## src/rtl/accum4_ctrl.sv

```systemverilog
// accum4_ctrl: bit-serial JK-bank accumulator sequencer (optional subtract via ACCUM4_SUB_EN)
module accum4_ctrl #(
    parameter int W = 4
) (
    input  logic         clk_i,
    input  logic         rst_ni,
    input  logic [W-1:0] din_i,
    input  logic         din_valid_i,
    output logic         din_ready_o,
    input  logic         clr_i,
`ifdef ACCUM4_SUB_EN
    input  logic         sub_i,
`endif
    input  logic [W-1:0] q_i,
    output logic [W-1:0] j_o,
    output logic [W-1:0] k_o,
    output logic         busy_o,
    output logic         done_o,
    output logic         ovf_o
);
    typedef enum logic [1:0] {IDLE, ADD, CLR, DONE} state_e;

    state_e       state_q;
    logic [W-1:0] op_q;
    logic         c_q;
    logic [1:0]   i_q;
    logic         ovf_q;
    logic         busy_q;
    logic         done_q;
    logic         sub_q;
    logic         sub_w;
    logic         qi;
    logic         oi;
    logic         toggle;
    logic         cout;

`ifdef ACCUM4_SUB_EN
    assign sub_w = sub_i;
`else
    assign sub_w = 1'b0;
`endif

    assign qi     = q_i[i_q];
    assign oi     = op_q[i_q];
    assign toggle = oi ^ c_q;
    assign cout   = (qi & oi) | (qi & c_q) | (oi & c_q);

    assign din_ready_o = (state_q == IDLE) && !clr_i;
    assign busy_o      = busy_q;
    assign done_o      = done_q;
    assign ovf_o       = ovf_q;

    // J/K commands decoded from registered state: toggle bit i when the sum bit differs, force-zero all in CLR
    always_comb begin
        j_o = '0;
        k_o = '0;
        if (state_q == ADD && toggle) begin
            j_o[i_q] = 1'b1;
            k_o[i_q] = 1'b1;
        end
        if (state_q == CLR) k_o = '1;
    end

    // Sequencer: accept operand or clear, walk four bits LSB first, pulse done for one cycle
    always_ff @(posedge clk_i or negedge rst_ni) begin
        if (!rst_ni) begin
            state_q <= IDLE;
            op_q    <= '0;
            c_q     <= 1'b0;
            i_q     <= 2'd0;
            ovf_q   <= 1'b0;
            busy_q  <= 1'b0;
            done_q  <= 1'b0;
            sub_q   <= 1'b0;
        end else begin
            case (state_q)
                IDLE: begin
                    if (clr_i) begin
                        state_q <= CLR;
                        busy_q  <= 1'b1;
                    end else if (din_valid_i) begin
                        op_q    <= sub_w ? ~din_i : din_i;
                        c_q     <= sub_w;
                        sub_q   <= sub_w;
                        i_q     <= 2'd0;
                        ovf_q   <= 1'b0;
                        state_q <= ADD;
                        busy_q  <= 1'b1;
                    end
                end
                ADD: begin
                    c_q <= cout;
                    if (i_q == 2'd3) begin
                        ovf_q   <= cout ^ sub_q;
                        state_q <= DONE;
                        done_q  <= 1'b1;
                    end else begin
                        i_q <= i_q + 2'd1;
                    end
                end
                CLR: begin
                    ovf_q   <= 1'b0;
                    state_q <= DONE;
                    done_q  <= 1'b1;
                end
                default: begin
                    done_q  <= 1'b0;
                    busy_q  <= 1'b0;
                    state_q <= IDLE;
                end
            endcase
        end
    end
endmodule

```

## config.mk

```make
export PLATFORM = sky130hd
export DESIGN_NAME = accum4_ctrl
export DESIGN_NICKNAME = d
export VERILOG_FILES = /design/src/rtl/accum4_ctrl.sv
export SDC_FILE = /design/constraint.sdc
export NUM_CORES = 1
export LEC_CHECK = 0
export CAP_MARGIN = 25
export CORE_MARGIN = 8
export CORE_UTILIZATION = 40
export CTS_BUF_LIST = sky130_fd_sc_hd__clkbuf_8 sky130_fd_sc_hd__clkbuf_16
export DETAILED_ROUTE_END_ITERATION = 12
export PLACE_DENSITY = 0.69
export RECOVER_POWER = 50
export SETUP_SLACK_MARGIN = 0.1
export SYNTH_ARGS = -nofsm -noshare
export SYNTH_HDL_FRONTEND = slang
export SYNTH_SLANG_ARGS = --single-unit
```

## constraint.sdc

```tcl
create_clock -name clk_i -period 2.1 [get_ports clk_i]
set_clock_uncertainty 0.05 [all_clocks]
set_input_delay 0.21 -clock clk_i [delete_from_list [all_inputs] [get_ports clk_i]]
set_output_delay 0.21 -clock clk_i [all_outputs]
set_load 0.01 [all_outputs]
```

# Word-level counts from Yosys, hierarchy flattened
# Index checks and enable logic that the tools add are counted.
# W data, S select, Z words.
dict set report word_totals {
  ff_bits 12
  input_bits 12
  output_inout_bits 12
  word_cells 68
}
dict set report classes {
  add_sub_neg 1
  magnitude_cmp 2
  eq_ne 8
  n_mux 26
  n_bitwise 9
  reduce_logical 15
}
# cell n
set op_table {}
lappend op_table {{$mux W2} 6}
lappend op_table {{$mux W1} 9}
lappend op_table {{$mux W4} 2}
lappend op_table {{$reduce_and A4 Y1} 2}
lappend op_table {{$ne A2 B2 Y1 const B} 3}
lappend op_table {{$pmux W1 S3} 2}
lappend op_table {{$pmux W2 S3} 1}
lappend op_table {{$reduce_and A2 Y1} 3}
lappend op_table {{$reduce_and A3 Y1} 2}
lappend op_table {{$bmux W1 S2} 2}
lappend op_table {{$eq A2 B2 Y1 const B} 2}
lappend op_table {{$pmux W1 S2} 2}
lappend op_table {{$pmux W2 S2} 1}
lappend op_table {{$and A1 B1 Y1} 3}
lappend op_table {{$logic_and A1 B1 Y1} 3}
lappend op_table {{$lt A2 B3 Y1 const B} 1}
lappend op_table {{$ne A3 B3 Y1 const B} 1}
lappend op_table {{$not A1 Y1} 3}
lappend op_table {{$reduce_bool A3 Y1} 1}
lappend op_table {{$add A2 B1 Y2 const B} 1}
lappend op_table {{$demux W1 S2} 1}
lappend op_table {{$eq A2 B1 Y1 const B} 1}
lappend op_table {{$ge A2 B1 Y1 const B} 1}
lappend op_table {{$logic_not A2 Y1} 1}
lappend op_table {{other kinds (6)} 7}

# Depth between registers and ports, before layout
# Gate-level depths: netlist (run 1).
dict set report depth {
  word_depth 7
  ltp_mapped 8
  ltp_nobuf 8
}

# Least setup slack after synthesis (run 1)
# No wires, ideal clock.
dict set report synth_path {
  path_type {reg2out}
  start {reg i_q[1]}
  end {out k_o[0]}
  arrival_time_ns 1.647
  required_time_ns 1.840
  slack_ns 0.193
  stages_incl_launch_ff 7
  n_path_buf 0
  cell_sequence {dfrtp_1 mux2_4 nor2_1 a21oi_1 ha_1 and3_1 or2_1}
}
dict set report synth_between {
  elab_chain_cells 6
  elab_cells_between_ends 11
  cone_classes {order compare: 2; mux: 6; bitwise: 1; reduce/logical: 2}
}
# item line_no
set synth_rtl {}
lappend synth_rtl {{start, declared} 26} ;# logic [1:0] i_q;
lappend synth_rtl {{start signal, assigned} 98} ;# i_q <= i_q + 2'd1;
lappend synth_rtl {{$lt A2 B3 Y1 (tied with other cells)} -}
lappend synth_rtl {{$logic_and A1 B1 Y1 or $mux W1 (tied branches)} -}
lappend synth_rtl {{$mux W1 or $xor A1 B1 Y1 (tied branches)} -}
lappend synth_rtl {{$demux W1 S2 or $logic_and A1 B1 Y1 (tied branches)} -}
lappend synth_rtl {{$mux W4 (*)} -}
lappend synth_rtl {{named net j_o[0]} 15} ;# output logic [W-1:0] j_o,
lappend synth_rtl {{$mux W4 (*)} 61} ;# if (state_q == CLR) k_o = '1;
lappend synth_rtl {{end, declared} 16} ;# output logic [W-1:0] k_o,
# Mark *: on every way through the listed nets, which the timed path passes. The rest lies on a longest branch. The select of a mux whose other input is x is not followed.

# Worst setup path in the final report (run 1)
dict set report layout_path {
  start {reg i_q[1]}
  end {out k_o[0]}
}
dict set report layout_between {
  elab_chain_cells 6
  elab_cells_between_ends 11
  cone_classes {order compare: 2; mux: 6; bitwise: 1; reduce/logical: 2}
}
# item line_no
set layout_rtl {}
lappend layout_rtl {{$lt A2 B3 Y1 (implied by the code) (tied with other cells)} 59} ;# k_o[i_q] = 1'b1;
lappend layout_rtl {{$logic_and A1 B1 Y1 (implied by the code) or $mux W1 (tied branches)} {59, 44}}
lappend layout_rtl {{$mux W1 (implied by the code) or $xor A1 B1 Y1 (tied branches)} {59, 45}}
lappend layout_rtl {{$demux W1 S2 or $logic_and A1 B1 Y1 (tied branches)} {59, 57}}
lappend layout_rtl {{$mux W4 (*)} 57} ;# if (state_q == ADD && toggle) begin
lappend layout_rtl {{$mux W4 (*)} 61}
# Mark *: on every way between the ends. The rest lies on a longest branch, timed or not. The select of a mux whose other input is x is not followed.

==> flow_metrics.tcl, run 1 <==
set metrics [dict create \
    status "complete, but fails checks" \
    violations "setup timing" \
    p_leak_nw 0.591 \
    maxSlewHeadroom_pct 63.7 \
    die_h_um 61.8 \
    ant_nets 0 \
    synth_area_per_cell_um2 10.2 \
    area_growth_syn_to_layout_pct 45.7 \
    portBuffers 23 \
    start_kind "flop" \
    num_vias 728 \
    critical_path.max_fanout 4 \
    n_antenna_cell 0 \
    period_minus_slack_ns 2.16 \
    clock-sinks 12 \
    synth_area_um2 838 \
    ys_ff_latch 12 \
    clk_path_buf_depth 2 \
    tightest_slew_ns 0.543 \
    drt_iter0_drc 10 \
    drive_above_1_share_pct 26.7 \
    timing.final.crit_share_pct 103 \
    stdcell_area_um2 1220 \
    max-vdd-ir-drop_v 0.000742 \
    start_util_pct 42.7 \
    syn_inst 82 \
    final.setup.worst_slack_ns -0.0600 \
    final_max_slew_viol_count 0 \
    die_width_um 61.8 \
    final_cells 143 \
    drc 0 \
    clk_pin_slew_worst_paths_ns 0.06 \
    drt-vias-per-instance 5.09 \
    worst_setup_path_end_kind "primary output" \
    dp.cells 137 \
    h-tree-depth 1 \
    dr.pass1.iters 4 \
    dp_slack_ns -0.212 \
    rows 16 \
    path_class "flop to primary output" \
    clk_latency_ns 0.25 \
    fillCellCount 173 \
    root_buffer "clkbuf_8" \
    io_pins 24 \
    ys_seq_area_share_pct 35.8 \
    yosysWarnings 0 \
    synth_cell_types 28 \
    cp_data_required_time_ns 1.84 \
    place_area_um2 1140 \
    die-area_um2 3820 \
    grt_pass1_wl_um 3240 \
    cp.arrival_ns 1.90 \
    core_um2 1960 \
    power_density_nw_per_um2 1460 \
    grt_pass1_vias 771 \
    cts_tree "built" \
    finalHoldViolCount 0 \
    rsz0062_at_grt "yes" \
    dp_hpwl_um 1540 \
    min_path_type "primary input to async pin" \
    finalPower_mw 1.78 \
    seq_area_um2 300 \
    final_nets 138 \
    max_freq_mhz 463 \
    grt-ovfl-total 0 \
    multi_input_area_um2 537 \
    antenna_found_initial 0 \
    finalSetupViolCount 4 \
    maxCapViolCount 0 \
    post_drt_wl_per_cell_um 14.1 \
    cts_made_buffers 3 \
    grt_max_degree 13 \
    fin_tns_setup_ns -0.198 \
    place.gp.congestion 0.751 \
    synthesis.nets 103 \
    drt-total-wl_um 2020 \
    track_usage_pct 11.5 \
]
registers in the layout (all words and copies together) (netlist names):
register and cells:
busy_o 1, c_q 1, done_o 1, i_q 2, op_q 4, ovf_o 1, state_q 2
Yosys cell counts:
master / number / area share [%]
dfrtp_1: 12 / 36
ha_1: 9 / 13
inv_1: 7 / 3.1
nor2_1: 7 / 3.1
mux2_1: 6 / 8.1
a21oi_1: 5 / 3.0
and3_1: 4 / 3.0
nand2_1: 4 / 1.8
or2_1: 4 / 3.0
mux2i_1: 3 / 3.6
a22oi_1: 2 / 1.8
nand2b_1: 2 / 1.5
o21ai_1: 2 / 1.2
a211oi_1: 1 / 0.90
a21oi_2: 1 / 1.0
and2b_1: 1 / 0.90
buf_2: 1 / 0.60
inv_2: 1 / 0.45
mux2_2: 1 / 1.3
mux2_4: 1 / 1.8
mux4_1: 1 / 3.1
nand3b_1: 1 / 0.90
nand4_2: 1 / 1.5
o21ai_0: 1 / 0.60
o21bai_1: 1 / 0.90
o221ai_2: 1 / 1.8
o22a_1: 1 / 1.0
or3_1: 1 / 0.75
power by group:
| group | total [mW] | internal [mW] | leakage, nW | switching [mW] |
|---|---|---|---|---|
| registers | 0.435 | 0.344 | 0.148 | 0.0911 |
| logic | 1.09 | 0.560 | 0.415 | 0.532 |
| clock network | 0.254 | 0.166 | 0.0288 | 0.0883 |
final timing paths:
| path | start | endpoint | slack (ns) | depth (start not counted) |
|---|---|---|---|---|
| min reg2reg | done_o | done_o | 0.44 | 1 |
| max | i_q[1] | k_o[0] | -0.06 | 7 |
| max in group asynchronous | rst_ni | i_q[0] | 1.30 | 1 |
| min in group clk_i | done_o | done_o | 0.44 | 1 |
| max reg2reg | i_q[0] | state_q[1] | 0.33 | 6 |
| min | rst_ni | ovf_o | 0.33 | 1 |
cell usage in the layout, fill, tap and decap left out, drive strengths merged, types with 2 or more instances in the layout:
| cell type | count |
|---|---|
| ha | 9 |
| clkbuf | 4 |
| o21ai | 3 |
| inv | 8 |
| clkdlybuf4s50 | 11 |
| nor2 | 7 |
| a22oi | 2 |
| dfrtp | 12 |
| and3 | 4 |
| dlygate4sd3 | 3 |
| a21oi | 6 |
| buf | 16 |
| mux2i | 3 |
| or2 | 4 |
| nand2b | 2 |
| nand2 | 4 |
| mux2 | 8 |
cell families (layout without fill, tap and decap cells):
| kind of cell | Yosys count | count (layout) | synth area share [%] |
|---|---|---|---|
| AOI/OAI and AO/OA | 15 | 15 | 12.2 |
| DFF | 12 | 12 | 35.8 |
| and+or+nand+nor | 25 | 25 | 16.4 |
| adders and majority gates | 9 | 9 | 13.4 |
| buffers and inverters | 9 | 43 | 4.18 |
| muxes | 12 | 12 | 17.9 |
metal layers:
layer | vias up | share of wire (%) | track usage [%]
met5 | - | 0 | 0
met4 | 0 | 2.0 | 6.82
met3 | 5 | 6.4 | 3.70
met2 | 25 | 47 | 19.6
met1 | 341 | 44 | 12.1
li1 | 357 | - | -
what timing repair did:
action | CTS | global route
pin swaps | 4 | 3
cloned | 0 | 0
setup endpoints to repair | 9 | 8
hold buffers | 0 | 0
setup buffers | 1 | 1
gates resized for setup | 32 | 11
final cells by class:
| cell class | instances | area share [%] |
|---|---|---|
| Multi-Input combinational cell | 61 | 44.0 |
| Sequential cell | 12 | 24.6 |
| Timing Repair Buffer | 31 | 21.7 |
| Clock buffer | 4 | 4.51 |
| Tap cell | 27 | 2.77 |
| Inverter | 8 | 2.46 |
metrics by stage:
stage	utilization (%)	hold WS (ns)
4_1_cts	60.1	0.299
5_1_grt	62.2	0.401
2_1_floorplan	-	-0.136
3_5_place_dp	58.2	0.429
3_3_place_gp	58.2	0.427
6_report	62.2	0.334
worst max-delay path, cell delays in order (launching register included):
cell     delay, ns
dfrtp_1       0.43
mux2_4        0.33
nor2_4        0.11
a21oi_2       0.05
ha_4          0.24
and3_4        0.16
or2_1         0.20
buf_2         0.14
(Power assumes the default switching activity.)
==> run 2, diff against run 1 <==
--- a/config.mk
+++ b/config.mk
@@ -6,11 +6,12 @@
 export NUM_CORES = 1
 export LEC_CHECK = 0
 export CAP_MARGIN = 25
-export CORE_MARGIN = 8
-export CORE_UTILIZATION = 40
+export CORE_MARGIN = 2
+export CORE_UTILIZATION = 46
 export CTS_BUF_LIST = sky130_fd_sc_hd__clkbuf_8 sky130_fd_sc_hd__clkbuf_16
 export DETAILED_ROUTE_END_ITERATION = 12
-export PLACE_DENSITY = 0.69
+export GPL_ROUTABILITY_DRIVEN = 0
+export PLACE_DENSITY = 0.78
 export RECOVER_POWER = 50
 export SETUP_SLACK_MARGIN = 0.1
 export SYNTH_ARGS = -nofsm -noshare
==> flow_metrics.tcl, run 2 (synthesis gave the netlist of run 1 again) <==
set metrics [dict create \
    path_class "flop to primary output" \
    drc 0 \
    tightest_slew_ns 0.559 \
    finalSetupViolCount 5 \
    rrSetupSlack_ns 0.23 \
    p_seq_share_pct 24.7 \
    p_sw_share_pct 39.2 \
    dr.pass1.iters 4 \
    finalHoldViolCount 0 \
    cts_made_buffers 3 \
    max-vdd-ir-drop_v 0.000893 \
    drive_above_1_share_pct 27.4 \
    grt_pass1_vias 680 \
    drt-total-wl_um 1750 \
    critical_path.max_fanout 4 \
    maxSlewHeadroom_pct 62.6 \
    start_util_pct 48.6 \
    critical-path-slowest-cell "dfrtp_1" \
    start_kind "flop" \
    timing.final.crit_share_pct 105 \
    n_antenna_cell 0 \
    root_buffer "clkbuf_8" \
    fin_tns_setup_ns -0.444 \
    clk_latency_ns 0.24 \
    rr_startpoint "i_q[1]" \
    p_leak_nw 0.609 \
    top_register "op_q" \
    die_width_um 46.7 \
    min_path_type "primary input to async pin" \
    clk_pin_slew_worst_paths_ns 0.05 \
    die-area_um2 2180 \
    clkPwrFrac_pct 14.2 \
    grt-ovfl-total 0 \
    final_common_cell "dfrtp_1" \
    clock-sinks 12 \
    violations "setup timing" \
    cp.arrival_ns 1.95 \
    portBuffers 23 \
    final.setup.worst_slack_ns -0.113 \
    power_density_nw_per_um2 1420 \
    h-tree-depth 1 \
    largest_reg_flops 4 \
    post_drt_wl_per_cell_um 12.4 \
    whs_ns 0.353 \
    io_pins 24 \
    grt_max_degree 13 \
    clk_path_buf_depth 2 \
    dp_hpwl_um 1340 \
    mostFrequentLayoutCells "dfrtp_1, clkdlybuf4s50_1, ha_1, buf_4, inv_1" \
    worstRegToRegCells 8 \
    intPower_mw 1.05 \
    dp_slack_ns -0.197 \
    final_nets 139 \
    drt_iter0_drc 16 \
    grt_pass1_wl_um 2830 \
    cp_cell_sequence "mux2_4 -> nor2_2 -> a21oi_1 -> ha_1 -> and3_4 -> or2_1 -> buf_2" \
    rows 15 \
    worst_setup_path_end_kind "primary output" \
    period_minus_slack_ns 2.21 \
    ant_nets 0 \
    cts_tree "built" \
    combPwrFrac_pct 61.0 \
    maxCapViolCount 0 \
    status "complete, but fails checks" \
    antenna_found_initial 0 \
    drt-vias-per-instance 5.11 \
    die_h_um 46.7 \
    area_growth_syn_to_layout_pct 45.1 \
    cp_data_required_time_ns 1.84 \
    critPathMaxStageDelay_ns 0.41 \
    final_max_slew_viol_count 0 \
    num_vias 726 \
    reg2reg_to "state_q[1]" \
    track_usage_pct 18.7 \
    fin_util_pct 70.4 \
    reg_top3 "op_q: 4 flops, i_q: 2 flops, state_q: 2 flops" \
    max_freq_mhz 452 \
    core_um2 1730 \
    rsz0062_at_grt "yes" \
    p_switching_uw 678 \
]
==> run 2: power by group through the flow <==
stage,clock [mW],sequential [mW],combinational [mW]
after floorplan,0,0.434,0.647
after global placement,0,0.426,1.02
after detailed placement,0,0.430,1.05
after CTS,0.255,0.426,1.05
after global routing,0.264,0.440,1.17
final,0.246,0.427,1.05
==> run 2: per-stage QoR <==
step	total power [mW]	std cells	area, um^2
5_1_grt	1.88	142	1220
3_3_place_gp	1.45	136	1150
3_5_place_dp	1.48	136	1150
4_1_cts	1.73	141	1200
2_1_floorplan	1.08	82	838
6_report	1.73	142	1220
==> run 2: final cells by class <==
class	count	area, um^2
clock buffers	4	55.1
fillers	147	510
inverters	8	30.0
multi-input cells	61	523
flip-flops and latches	12	300
well taps	25	31.3
repair buffers	32	277
==> run 2: worst max-delay path by stage <==
| stage | startpoint | endpoint | cells after the start |
|---|---|---|---|
| after floorplan | i_q[1] | k_o[0] | 6 |
| after global placement | i_q[1] | k_o[2] | 7 |
| after detailed placement | i_q[1] | k_o[0] | 7 |
| after CTS | i_q[1] | k_o[3] | 7 |
| after global routing | i_q[1] | k_o[3] | 7 |
| final | i_q[1] | k_o[0] | 7 |
==> run 2: what timing repair did <==
item	in CTS	in global routing
endpoints found under the hold margin	0	0
buffers inserted	1	1
gates resized for setup	37	4
hold buffers	0	0
pin swaps	4	1
setup endpoints to repair	8	9
==> run 2: layer usage <==
layer	vias to the layer above	wire, um	GRT usage [%]
met3	5	88	2.75
met2	24	871	31.9
met4	0	39	10.6
met1	341	754	22.2
li1	356	-	-
met5	-	0	0
==> run 2: critical path: cells and delay by family (launching register included) <==
family	cells	cell delay (ns)
and+or+nand+nor	3	0.47
adders and majority gates	1	0.33
buffers and inverters	1	0.14
DFF	1	0.41
AOI/OAI and AO/OA	1	0.05
muxes	1	0.32
